`src/rtl/mul8_seq_ctrl.sv`:
```
// Sequential 8x8 unsigned multiplier controller driving an external 4x4 core.
// Issues up to four nibble partial products, shifts and accumulates them into a 16-bit result.
module mul8_seq_ctrl #(
  parameter bit ZERO_SKIP = 1'b0
) (
  input  logic        clk,
  input  logic        rst,
  input  logic        in_valid,
  output logic        in_ready,
  input  logic [7:0]  in_a,
  input  logic [7:0]  in_b,
  output logic        out_valid,
  input  logic        out_ready,
  output logic [15:0] out_p,
  output logic [3:0]  mul_m,
  output logic [3:0]  mul_q,
  input  logic [7:0]  mul_p,
  output logic        mul_en,
  output logic        busy
);

  typedef enum logic [1:0] {
    IDLE = 2'd0,
    MUL  = 2'd1,
    DONE = 2'd2
  } state_t;

  state_t      state_reg, state_next;
  logic [7:0]  a_reg, a_next;
  logic [7:0]  b_reg, b_next;
  logic [3:0]  mask_reg, mask_next;
  logic [15:0] acc_reg, acc_next;

  logic [3:0]  step_m [4];
  logic [3:0]  step_q [4];
  logic [15:0] step_term [4];
  logic [3:0]  new_mask;
  logic [3:0]  cur_onehot;
  logic [3:0]  cur_m, cur_q;
  logic [15:0] cur_term;

  // Step k: multiplicand nibble = a[k%2], multiplier nibble = b[k/2], shift = 4*(k%2 + k/2).
  generate
    for (genvar gi = 0; gi < 4; gi++) begin : g_step
      localparam int SHIFT = 4 * ((gi % 2) + (gi / 2));
      logic [3:0] in_m_nib, in_q_nib;

      if (gi % 2 == 1) begin : g_hi_m
        assign step_m[gi] = a_reg[7:4];
        assign in_m_nib   = in_a[7:4];
      end else begin : g_lo_m
        assign step_m[gi] = a_reg[3:0];
        assign in_m_nib   = in_a[3:0];
      end

      if (gi / 2 == 1) begin : g_hi_q
        assign step_q[gi] = b_reg[7:4];
        assign in_q_nib   = in_b[7:4];
      end else begin : g_lo_q
        assign step_q[gi] = b_reg[3:0];
        assign in_q_nib   = in_b[3:0];
      end

      assign step_term[gi] = {8'b0, mul_p} << SHIFT;
      assign new_mask[gi]  = ZERO_SKIP ? ((|in_m_nib) && (|in_q_nib)) : 1'b1;
    end
  endgenerate

  // The current step is always the lowest bit still set in the mask.
  assign cur_onehot = mask_reg & (~mask_reg + 4'd1);

  always_comb begin
    cur_m    = 4'd0;
    cur_q    = 4'd0;
    cur_term = 16'd0;
    for (int k = 0; k < 4; k++) begin
      if (cur_onehot[k]) begin
        cur_m    = step_m[k];
        cur_q    = step_q[k];
        cur_term = step_term[k];
      end
    end
  end

  always_ff @(posedge clk or posedge rst) begin
    if (rst) begin
      state_reg <= IDLE;
      a_reg     <= 8'd0;
      b_reg     <= 8'd0;
      mask_reg  <= 4'd0;
      acc_reg   <= 16'd0;
    end else begin
      state_reg <= state_next;
      a_reg     <= a_next;
      b_reg     <= b_next;
      mask_reg  <= mask_next;
      acc_reg   <= acc_next;
    end
  end

  always_comb begin
    state_next = state_reg;
    a_next     = a_reg;
    b_next     = b_reg;
    mask_next  = mask_reg;
    acc_next   = acc_reg;
    in_ready   = 1'b0;
    out_valid  = 1'b0;
    out_p      = 16'd0;
    mul_m      = 4'd0;
    mul_q      = 4'd0;
    mul_en     = 1'b0;
    busy       = 1'b1;

    unique case (state_reg)
      IDLE: begin
        in_ready = 1'b1;
        busy     = 1'b0;
        if (in_valid) begin
          a_next     = in_a;
          b_next     = in_b;
          acc_next   = 16'd0;
          mask_next  = new_mask;
          state_next = (|new_mask) ? MUL : DONE;
        end
      end
      MUL: begin
        mul_en    = 1'b1;
        mul_m     = cur_m;
        mul_q     = cur_q;
        acc_next  = acc_reg + cur_term;
        mask_next = mask_reg & ~cur_onehot;
        if (mask_next == 4'd0) begin
          state_next = DONE;
        end
      end
      DONE: begin
        out_valid = 1'b1;
        out_p     = acc_reg;
        if (out_ready) begin
          state_next = IDLE;
        end
      end
      default: begin
        state_next = IDLE;
      end
    endcase
  end

endmodule

```
`config.mk`:
```
export PLATFORM = sky130hd
export DESIGN_NAME = mul8_seq_ctrl
export DESIGN_NICKNAME = d
export VERILOG_FILES = /design/src/rtl/mul8_seq_ctrl.sv
export SDC_FILE = /design/constraint.sdc
export NUM_CORES = 1
export LEC_CHECK = 0
export ABC_AREA = 1
export CAP_MARGIN = 20
export CORE_MARGIN = 8
export CORE_UTILIZATION = 56
export DETAILED_ROUTE_END_ITERATION = 8
export GPL_TIMING_DRIVEN = 0
export PLACE_DENSITY_LB_ADDON = 0.15
export SKIP_CTS_REPAIR_TIMING = 1
export SYNTH_ARGS = -nofsm -noshare
export SYNTH_HDL_FRONTEND = slang
export SYNTH_SLANG_ARGS = --single-unit
```
`constraint.sdc`:
```
create_clock -name clk -period 4 [get_ports clk]
set_input_delay 0.4 -clock clk [delete_from_list [all_inputs] [get_ports clk]]
set_output_delay 0.4 -clock clk [all_outputs]
set_load 0.1 [all_outputs]
```
# Yosys cells after proc, flatten, opt, wreduce, memory -nomap -nowiden
# Index checks and enable logic that the tools add are counted.
classes:
  add_sub_neg: 2
  n_eq_ne: 5
  mux: 27
  n_bitwise: 4
  n_reduce_logical: 6
ops:
  columns: ["operator", "count"]
  rows:
  - ["2-to-1 mux 16 bit", 3]
  - ["2-to-1 mux 4 bit", 11]
  - ["one-hot mux 16 bit (2 select lines)", 1]
  - ["2-to-1 mux 12 bit", 2]
  - ["adder 16 bit", 1]
  - ["AND 4 bit", 2]
  - ["2-to-1 mux 8 bit", 1]
  - ["NOT 4 bit", 2]
  - ["one-hot mux 4 bit (2 select lines)", 1]
  - ["2-to-1 mux 2 bit", 3]
  - ["!= test 2 bit, second input constant", 3]
  - ["one-hot mux 2 bit (3 select lines)", 1]
  - ["adder 4 x 1 -> 4 bit, second input constant", 1]
  - ["zero test 4 bit", 1]
  - ["2-to-1 mux 1 bit", 4]
  - ["AND reduction 2 bit", 2]
  - ["AND reduction 3 bit", 1]
  - ["== test 2 x 1 -> 1 bit, second input constant", 1]
  - ["== test 2 bit, second input constant", 1]
  - ["zero test 2 bit", 1]
  - ["nonzero test 2 bit", 1]
word_totals:
  ff_bits: 38
  in_bits: 28
  out_inout_bits: 28
  wordCells: 49

# Logic depth before layout (Yosys ltp)
depth:
  ltp_word: 9
  depth_mapped: 15
  ltp_nobuf: 13

# Worst setup path before layout
# OpenSTA, ideal clock, no wires.
synth_path:
  path_type: "reg2out"
  startpoint: "reg mask_reg[0]"
  endpoint: "out mul_m[0]"
  t_arrival_ns: 2.421
  required_time_ns: 3.600
  slack_ns: 1.179
  stages_incl_launch_ff: 7
  path_buffers: 1
  cell_sequence: "dfrtp_1 -> buf_6 -> nor2_4 -> nand3_2 -> o21ai_0 -> nand2_1 -> a21oi_1"
synth_via:
  elab_chain_cells: 8
synth_rtl:
  columns: ["element", "line_no", "text"]
  rows:
  - ["from (decl)", "31", "logic [3:0] mask_reg, mask_next;"]
  - ["from (signal assigned)", "96", "mask_reg <= mask_next;"]
  - ["NOT 4 bit", "70", "assign cur_onehot = mask_reg & (~mask_reg + 4'd1);"]
  - ["adder 4 x 1 -> 4 bit", "70", null]
  - ["AND 4 bit (*)", "70", null]
  - ["2-to-1 mux 4 bit (3 in a row)", "77", "if (cur_onehot[k]) begin"]
  - ["2-to-1 mux 4 bit (*)", "77", null]
  - ["2-to-1 mux 4 bit (*)", "115", "unique case (state_reg)"]
  - ["to (decl)", "15", "output logic [3:0] mul_m,"]
# Every way passes the cells marked *; elsewhere a longest branch is shown, timed or not.

# Worst setup path in the final report
layout_path:
  startpoint: "reg state_reg[1]"
  endpoint: "out mul_m[0]"
layout_via:
  elab_chain_cells: 2
layout_rtl:
  columns: ["element", "line_no", "text"]
  rows:
  - ["from (decl)", "28", "state_t state_reg, state_next;"]
  - ["from (signal assigned)", "93", "state_reg <= state_next;"]
  - ["== test 2 x 1 -> 1 bit", "115", null]
  - ["2-to-1 mux 4 bit", "115", null]
# No other way between the ends.

==> flow_summary.toml <==
[status]
outcome = "finished, violations left"
violations = "design-rule violations"

[worst_setup_path]
cp_cell_sequence = "nor2_4 > inv_2 > buf_6 > a21oi_1 > clkdlybuf4s50_1"
cpLargestDelayFamily = "buffers and inverters"
worst_path_max_delay_cell = "clkdlybuf4s50_1"
cp-start-kind = "register"
crit_required_ns = 3.60
cpPeakStageDelay_ns = 1.16
cp_num_buf_inv = 3
critPathKind = "register to output port"
cp-end-kind = "output port"
worstPathArrival_ns = 2.71
cp_max_fo = 10

[placement]
place.port_buffers = 55
hpwlAfterDp_um = 5510
place_area_um2 = 3430
gp_congestion = 0.900

[drt]
drt_iter0_markers = 147
drt.antenna.violating_nets = 0
drtPass1Iterations = 6
viasPerCell = 4.97
wl_um = 7140
vias = 2777
wl_per_cell_um = 12.8
drcViolationCount = 1

[sta]
setup_viol = 0
hold_viol = 0
skew_ns = 0.0112
fmax_mhz = 322
slew_violations = 0
slew-limit-headroom = 0.338
period_share = 0.777
min_period_ns = 3.11
final.setup.tns_ns = 0
hold_ws_ns = 0.479
rsz0062_at_grt = "false"
tightest_slew_ns = 0.989

[synthesis]
synth_area_um2 = 2800
ys_top_cells_by_area = "dfrtp_1 (34%), nand2_1 (23%), inv_1 (9.7%)"
syn_avg_cell_area_um2 = 6.52
postSynthCellCount = 429
synth_cell_types = 28
synth_top_cell_area_share = 0.340
ys_ff_latch = 38
synth_nets = 473
synth_warnings = 0
synth.largest_area_cell = "dfrtp_1"
yosysSeqAreaShare = 0.340

[power_and_ir_drop]
clock_power_share = 0.091
intPower_mw = 1.34
p_sw_mw = 1.79
peakVddDrop_mv = 0.553
comb_power_share = 0.688
total_power_mw = 3.13
pwr-share-seq = 0.221
switching_share = 0.572
p_leak_nw = 1.92
power_density_nw_per_um2 = 889

[clock_network]
cts_tree = "done"
numCtsBuffers = 5
htreeDepth = 2
clock-sinks = 38
cts-root-buf = "clkbuf_8"
clk-insertion-delay-late_ns = 0.30
clkTransAtPathRegs_ns = 0.07
clockBufferDepth = 2

[finish]
postLayoutCoreUtil = 0.736
area_growth_syn_to_layout_pct = 26.0
final_nets = 535
fill_cells = 410
stdcell_area_um2 = 3520
insertedDiodeCount = 0
layout-drive-gt1-share = 0.0589
largest_reg_flops = 16

[flow_run]
drv_cap = 0

[die]
rows = 25
start_util = 0.584
die_y_um = 86.7
pin_count = 56
die_x_um = 86.7
coreArea_um2 = 4790
dieArea_um2 = 7510

[global_route]
gr-total-overflow = 0
antenna_found_initial = 0
grtUsageTotal = 0.208
grt_pass1_vias = 2858
grt_first_pass_wirelength_um = 12700
grt_max_degree = 39

[min_path]
hold_path_class = "register to register"
## final timing paths
kind / from / to / slack [ns] / cells after the start
worst max-delay path: state_reg[1]$_DFFE_PP0P_ / mul_m[0] / 0.89 / 5
worst min register to register: b_reg[2]$_DFFE_PP0P_ / b_reg[2]$_DFFE_PP0P_ / 0.48 / 2
min in group asynchronous: rst / acc_reg[2]$_DFFE_PP0P_ / 0.57 / 2
max in group asynchronous: rst / b_reg[6]$_DFFE_PP0P_ / 2.90 / 2
worst min-delay path: b_reg[2]$_DFFE_PP0P_ / b_reg[2]$_DFFE_PP0P_ / 0.48 / 2
worst max register to register: mask_reg[0]$_DFFE_PP0P_ / acc_reg[13]$_DFFE_PP0P_ / 1.66 / 13
## Yosys cell counts
cell type / number
nand2_1: 170
inv_1: 72
dfrtp_1: 38
nor2_1: 34
nand3_1: 18
a21oi_1: 17
ha_1: 15
o22ai_1: 13
o21ai_0: 10
o21ai_1: 7
inv_2: 4
nand3b_1: 4
buf_2: 3
buf_6: 3
nor2_4: 3
nor3_1: 3
and2_1: 2
buf_4: 2
nand4_1: 2
fa_1: 1
inv_4: 1
nand2_4: 1
nand3_2: 1
nor2_8: 1
o21ai_2: 1
or2_1: 1
or2_2: 1
xnor2_1: 1
## metal layers
layer / routed length [um] / vias to the layer above / track usage
li1: - / 1449 / -
met1: 3190 / 1243 / 0.241
met2: 3470 / 74 / 0.369
met3: 346 / 11 / 0.0397
met4: 125 / 0 / 0.0798
met5: 0 / - / 0
## per-stage QoR
stage | worst slack (ns) | cells
floorplan | 1.18 | 429
global placement | 1.23 | 551
detailed placement | 1.20 | 551
CTS | 0.869 | 559
global route | 0.718 | 559
finish | 0.891 | 559
## power by group through the flow
stage | registers [mW] | logic, mW | clock network (mW)
floorplan | 0.663 | 1.70 | 0
global placement | 0.689 | 2.11 | 0
detailed placement | 0.698 | 2.15 | 0
CTS | 0.691 | 2.16 | 0.292
global route | 0.717 | 2.38 | 0.309
finish | 0.693 | 2.16 | 0.285
## worst register-to-register path, stage by stage, from the launching register on
cell,delay [ns]
dfrtp_1,0.37
buf_6,0.14
inv_1,0.17
o21ai_1,0.23
o22ai_1,0.24
ha_1,0.32
nand2_1,0.19
inv_1,0.06
nand2_1,0.07
nand2_1,0.04
a21oi_1,0.15
nand3_1,0.10
nand3_1,0.10
nand2_1,0.05
## cell usage in the layout (no fill, tap or decap)
master	netlist	layout
nand3_1	18	18
o22ai_1	13	13
a21oi_1	17	17
nand4_1	2	2
ha_1	15	15
inv_2	4	5
nand2_1	170	170
buf_4	2	2
or2_1	1	1
nor2_1	34	34
xnor2_1	1	1
clkdlybuf4s50_1	0	55
clkbuf_1	0	1
o21ai_0	10	10
clkbuf_8	0	6
o21ai_2	1	1
buf_6	3	3
nand3b_1	4	4
inv_4	1	1
and2_1	2	2
nand3_2	1	1
inv_1	72	71
clkinv_2	0	1
or2_2	1	1
nor2_8	1	1
buf_2	3	3
nor3_1	3	3
fa_1	1	1
dfrtp_1	38	38
o21ai_1	7	7
nand2_4	1	1
nor2_4	3	3
## logic make-up (layout without fill, tap and decap cells)
logic type / after synthesis / in the layout / share of synthesized area
fa+ha+maj: 16 / 16 / 0.0743
flops: 38 / 38 / 0.340
compound gates: 48 / 48 / 0.0931
buf+inv: 85 / 148 / 0.127
simple gates: 241 / 241 / 0.362
xor+xnor: 1 / 1 / 0.00313
## cell type report
type,count,area (um^2),area share
clock buffers,7,86.3,0.0245
inverters,77,292,0.0828
plain buffers,8,63.8,0.0181
flip-flops and latches,38,951,0.270
clock inverters,1,5.00,0.00142
repair buffers,55,551,0.156
well taps,67,83.8,0.0238
multi-input cells,306,1490,0.423
Note: power is estimated with default switching activity, not from simulation.
